===== config.mk =====
export PLATFORM = sky130hd
export DESIGN_NAME = log_div_k_pipe
export DESIGN_NICKNAME = d
export VERILOG_FILES = /design/src/rtl/log_div_k_pipe.sv
export SDC_FILE = /design/constraint.sdc
export NUM_CORES = 1
export LEC_CHECK = 0
export BUFFER_PORTS_ARGS = -buffer_cell sky130_fd_sc_hd__buf_4
export CAP_MARGIN = 20
export CORE_MARGIN = 5
export CORE_UTILIZATION = 52
export DETAILED_ROUTE_END_ITERATION = 10
export HOLD_SLACK_MARGIN = 0.02
export PLACE_DENSITY = 0.69
export SYNTH_ARGS = -nofsm -noshare
export SYNTH_HDL_FRONTEND = slang
export SYNTH_SLANG_ARGS = --single-unit

===== constraint.sdc =====
create_clock -name clk -period 4.5 [get_ports clk]
set_clock_uncertainty 0.15 [all_clocks]
set_input_delay 0.225 -clock clk [delete_from_list [all_inputs] [get_ports clk]]
set_output_delay 0.225 -clock clk [all_outputs]
set_load 0.1 [all_outputs]

===== src/rtl/log_div_k_pipe.sv =====
// log_div_k_pipe: 3-stage logarithmic approximate divider a/b*2^N with global-stall handshake
module log_div_k_pipe #(
  parameter int N     = 8,
  parameter int LOG_N = 3,
  parameter int K     = 5
) (
  input  logic           clk,
  input  logic           rst,
  input  logic           in_valid,
  output logic           in_ready,
  input  logic [N-1:0]   a,
  input  logic [N-1:0]   b,
  output logic           out_valid,
  input  logic           out_ready,
  output logic [2*N-1:0] z,
  output logic           div_by_zero,
  output logic           busy
);
  localparam int L = LOG_N + K;

  logic               en;
  logic [LOG_N-1:0]   ka, kb;
  logic [K-1:0]       fa, fb;
  logic [LOG_N+1:0]   sh;
  logic [2*N+K-1:0]   w;
  logic               s1_v_q, s1_v_d, s1_az_q, s1_az_d, s1_bz_q, s1_bz_d;
  logic [L-1:0]       s1_la_q, s1_la_d, s1_lb_q, s1_lb_d;
  logic               s2_v_q, s2_v_d, s2_az_q, s2_az_d, s2_bz_q, s2_bz_d;
  logic [L:0]         s2_d_q, s2_d_d;
  logic               s3_v_q, s3_v_d, dz_q, dz_d;
  logic [2*N-1:0]     z_q, z_d;

  function automatic logic [LOG_N-1:0] lod(input logic [N-1:0] x);
    lod = '0;
    for (int i = 0; i < N; i++) if (x[i]) lod = LOG_N'(i);
  endfunction

  assign en          = ~(s3_v_q & ~out_ready);
  assign in_ready    = en;
  assign out_valid   = s3_v_q;
  assign z           = z_q;
  assign div_by_zero = dz_q;
  assign busy        = s1_v_q | s2_v_q | s3_v_q;

  // leading-one position and the K bits just below it for both operands
  always_comb begin
    ka = lod(a);
    kb = lod(b);
    fa = K'((a << (N - 1 - int'(ka))) >> (N - 1 - K));
    fb = K'((b << (N - 1 - int'(kb))) >> (N - 1 - K));
  end

  // antilog: restore the hidden one above f and shift by N+e, dropping K fraction bits
  always_comb begin
    sh = (LOG_N+2)'(N) + (LOG_N+2)'($signed(s2_d_q[L:K]));
    w  = (2*N+K)'({1'b1, s2_d_q[K-1:0]}) << sh;
  end

  // next state of every stage; the whole pipe freezes while the output is blocked
  always_comb begin
    s1_v_d  = en ? in_valid : s1_v_q;
    s1_la_d = en ? {ka, fa} : s1_la_q;
    s1_lb_d = en ? {kb, fb} : s1_lb_q;
    s1_az_d = en ? (a == '0) : s1_az_q;
    s1_bz_d = en ? (b == '0) : s1_bz_q;
    s2_v_d  = en ? s1_v_q : s2_v_q;
    s2_d_d  = en ? {1'b0, s1_la_q} - {1'b0, s1_lb_q} : s2_d_q;
    s2_az_d = en ? s1_az_q : s2_az_q;
    s2_bz_d = en ? s1_bz_q : s2_bz_q;
    s3_v_d  = en ? s2_v_q : s3_v_q;
    z_d     = en ? (s2_bz_q ? '1 : s2_az_q ? '0 : (2*N)'(w >> K)) : z_q;
    dz_d    = en ? s2_bz_q : dz_q;
  end

  // stage registers with synchronous reset that drops all in-flight work
  always_ff @(posedge clk) begin
    if (rst) begin
      s1_v_q  <= 1'b0;
      s1_la_q <= '0;
      s1_lb_q <= '0;
      s1_az_q <= 1'b0;
      s1_bz_q <= 1'b0;
      s2_v_q  <= 1'b0;
      s2_d_q  <= '0;
      s2_az_q <= 1'b0;
      s2_bz_q <= 1'b0;
      s3_v_q  <= 1'b0;
      z_q     <= '0;
      dz_q    <= 1'b0;
    end else begin
      s1_v_q  <= s1_v_d;
      s1_la_q <= s1_la_d;
      s1_lb_q <= s1_lb_d;
      s1_az_q <= s1_az_d;
      s1_bz_q <= s1_bz_d;
      s2_v_q  <= s2_v_d;
      s2_d_q  <= s2_d_d;
      s2_az_q <= s2_az_d;
      s2_bz_q <= s2_bz_d;
      s3_v_q  <= s3_v_d;
      z_q     <= z_d;
      dz_q    <= dz_d;
    end
  end
endmodule


**Word-level counts from Yosys, hierarchy flattened**

Index checks and enable logic that the tools add are counted.

- Word-level logic and storage cells: 42
- Bits in registers: 49
- Input bits: 20
- Output and inout port bits: 20

- Bitwise gates (word level): 5
- Multiplexer cells: 16
- Reduce and logical (&&, ||, !) cells: 2
- Add/subtract/negate cells: 4
- Shifts and indexed selects: 3

Operator list:

| kind | count |
|---|---|
| $shl A8 B32 Y7 | 2 |
| $mux W16 | 2 |
| $mux W3 | 10 |
| $shl A6 B5 Y21 | 1 |
| $logic_not A8 Y1 | 2 |
| $sub A8 B8 Y9 | 1 |
| $sub A3 B3 Y4 const A | 2 |
| $add A5 B4 Y5 const A | 1 |
| $mux W2 | 2 |
| $mux W1 | 2 |
| $not A1 Y1 | 2 |
| $or A1 B1 Y1 | 2 |
| $and A1 B1 Y1 | 1 |

**Longest topological paths before layout**

- Depth in word-level cells: 9
- Depth in mapped cells: 8
- Mapped depth without buffers: 8

**Least setup slack after synthesis**

OpenSTA, ideal clock, no wires.

- Path type: flip-flop to flip-flop
- Start point: register s3_v_q (netlist: out_valid)
- End point: register s2_d_q[4]
- Cell stages (with the launch flop): 7
- Period minus slack after synthesis: 2.290 ns
- Library setup time: 0.128 ns
- Path buffers: 2
- Data arrival time: 2.013 ns
- Required time: 4.222 ns
- Setup slack: 2.210 ns
- Path through: dfxtp_1 > and2b_1 > inv_2 > buf_2 > buf_2 > a31oi_1 > nor2_1

- Cells in the longest elaborated chain, start to end: 1

RTL lines:

| element | line | source |
|---|---|---|
| start, declared | 30 | `logic s3_v_q, s3_v_d, dz_q, dz_d;` |
| start signal, assigned | 100 | `s3_v_q <= s3_v_d;` |
| $and A1 B1 Y1 | 38 | `assign en = ~(s3_v_q & ~out_ready);` |
| end signal, assigned | 84 | `s2_d_q <= '0;` |
| end signal, assigned | 97 | `s2_d_q <= s2_d_d;` |
| end, declared | 29 | `logic [L:0] s2_d_q, s2_d_d;` |

No other way between the ends.
A chain may end at the register's enable or synchronous reset.

**Worst setup path in the final report**

- Start point: register s3_v_q (netlist: out_valid)
- End point: output in_ready

- Cells in the longest elaborated chain, start to end: 2

RTL lines:

| element | line | source |
|---|---|---|
| $and A1 B1 Y1 | 38 |  |
| $not A1 Y1 | 38 |  |
| end, declared | 10 | `output logic in_ready,` |

No other way between the ends.

==> flow_metrics.tcl <==
set metrics [dict create \
    syn_nets 404 \
    status "complete, no violations" \
    leakagePower_nw 1.34 \
    cp_max_fo 50 \
    synth_area_um2 3010 \
    fmax_mhz 412 \
    cts_htree_levels 2 \
    syn_inst 375 \
    synth_top_area_cell "dfxtp_1" \
    p_int_uw 752 \
    vias_per_cell 5.97 \
    rsz0062_at_grt "false" \
    synth.top_cells.by_count "dfxtp_1 (49), nor2_1 (46), a21oi_1 (32)" \
    initial_utilization 0.539 \
    grt_pass1_wl_mm 12.2 \
    port_buffers 39 \
    grt_max_degree 51 \
    io_pins 40 \
    p_clk_frac 0.226 \
    cp-start-kind "flop" \
    crit_required_ns 4.12 \
    clockRootBuffer "clkbuf_8" \
    ant_nets 0 \
    synth_top_family_by_area "compound AO/OA/AOI/OAI gates" \
    p_per_area_nw_per_um2 371 \
    cts-resized-gates 0 \
    rows 27 \
    track_usage 0.199 \
    slew_violations 0 \
    finalCritPeriodShare 0.539 \
    finalWeightedCongestion 0.873 \
    worst_hold_slack_ns 0.0233 \
    combPwrFrac 0.346 \
    min_period_ns 2.43 \
    clockBufferDepth 2 \
    drt_iter0_drc 186 \
    coreArea_um2 5570 \
    layout.nets 422 \
    vdd_drop_max_uv 153 \
    critPathKind "reg -> out" \
    max_slew_margin 0.513 \
    async_flop_share 0 \
    setup_viol 0 \
    yosysWarningCount 0 \
    p_switching_uw 487 \
    endpoint_kind "primary output" \
    die_h_um 86.0 \
    vias 2783 \
    grt_pass1_vias 2593 \
    cap_violations 0 \
    synthSimpleGateAreaFrac 0.225 \
    cts.sinks 49 \
    tightest_slew_ns 0.728 \
    worstPathArrival_ns 2.05 \
    antenna_found_initial 0 \
    cts_made_buffers 5 \
    drc 0 \
    drive_gt1_frac 0.183 \
    synthMuxAreaShare 0.0424 \
    drt_wl_total_mm 7.32 \
    ys_types 70 \
    synth_area_per_cell_um2 8.02 \
    ctsHoldBuffers 0 \
    die_w_um 86.0 \
    post_cts_buffers 0 \
    switching_share 0.393 \
    syn_to_final_growth_pct 11.2 \
    hold_path.class "in -> reg" \
    hold_viol_final 0 \
    seq_area_frac_synth 0.326 \
    synth-xor-area-share 0 \
    hpwl_mm 5.23 \
    seq_power_share 0.429 \
    synth_edf_count 0 \
    clock_latency_ns 0.30 \
    synth-main-ff-cell "dfxtp_1" \
    diodes 0 \
    dr.pass1.iters 5 \
    post_drt_wl_per_cell_um 15.7 \
    dieArea_um2 7400 \
    yosys_register_bits 49 \
    clk_pin_slew_ns 0.10 \
    yosys.cell_count.top_type "dfxtp_1" \
    synthAdderAreaFrac 0.0400 \
    overflow 0 \
    cts_tree "yes" \
    ys_top_cells_by_area "dfxtp_1 (33%), nor2_1 (5.7%), a21oi_1 (5.3%)" \
    synth-compound-area-share 0.289 \
    setup-tns-final_ns 0 \
    synth_top_area_share 0.326 \
]
-- stage by stage --
step	cell area (um2)	utilization	cells	power [mW]	setup WS, ns
floorplan	3010	-	375	0.879	2.21
global placement	3250	0.582	458	0.963	2.19
detailed placement	3250	0.582	458	0.967	2.17
CTS	3340	0.600	466	1.24	2.09
global route	3340	0.600	466	1.30	1.98
finish	3340	0.600	466	1.24	2.07
-- critical path: stages, from the launching register on --
cell	delay [ns]
dfxtp_1	0.33
and2b_1	0.15
buf_4	0.27
inv_2	0.56
buf_4	0.41
-- layer usage --
metal	track usage	up-vias	wire length [um]
met4	0.0619	0	141
met3	0.0346	14	388
met5	0	-	0
li1	-	1408	-
met2	0.324	91	3460
met1	0.268	1270	3330
-- kinds of logic (layout without fill, tap and decap cells) --
logic type                 Yosys count  in the layout
DFF                                 49             49
and+or+nand+nor                    132            132
muxes                               10             10
AOI/OAI and AO/OA                  124            124
buffers and inverters               51             70
adders and majority gates            9              9
-- final timing paths --
kind / start / endpoint / slack (ns) / depth (start not counted)
setup reg to reg: out_valid / z[1] / 2.18 / 7
hold / removal: in_valid / s1_v_q / 0.02 / 3
setup / recovery: out_valid / in_ready / 2.07 / 4
hold reg to reg: s1_lb_q[5] / s1_lb_q[5] / 0.30 / 2
-- state kept, by name (all words and copies together), names as in the netlist --
register / count
z: 16
s2_d_q: 9
s1_la_q: 8
s1_lb_q: 8
div_by_zero: 1
out_valid: 1
s1_az_q: 1
s1_bz_q: 1
s1_v_q: 1
s2_az_q: 1
s2_bz_q: 1
s2_v_q: 1
-- final cells by class --
type / count / area, um2
clock buffer: 6 / 82.6
timing repair buffer: 40 / 300
clock inverter: 2 / 13.8
fill: 503 / 2230
tap: 72 / 90.1
sequential: 49 / 981
multi-input combinational: 275 / 1790
inverter: 22 / 82.6
-- power by group through the flow --
stage | sequential [mW] | clock [mW] | combinational, mW
finish | 0.531 | 0.279 | 0.428
global route | 0.539 | 0.300 | 0.464
CTS | 0.531 | 0.280 | 0.428
detailed placement | 0.541 | 0 | 0.426
global placement | 0.540 | 0 | 0.424
floorplan | 0.621 | 0 | 0.258
-- layout by cell type (no fill, tap or decap), types with 6 or more instances in the layout --
cell,n
a31oi_1,8
nand2_1,27
clkbuf_8,6
o21ai_0,19
mux2i_1,6
ha_1,8
and3_1,6
nor2_1,46
nor2b_1,9
a211oi_1,11
dfxtp_1,49
nand3_1,6
buf_4,40
a21oi_1,32
nor3_1,14
o21ai_1,6
inv_1,18
No activity file was read; power rests on OpenSTA's default activity.
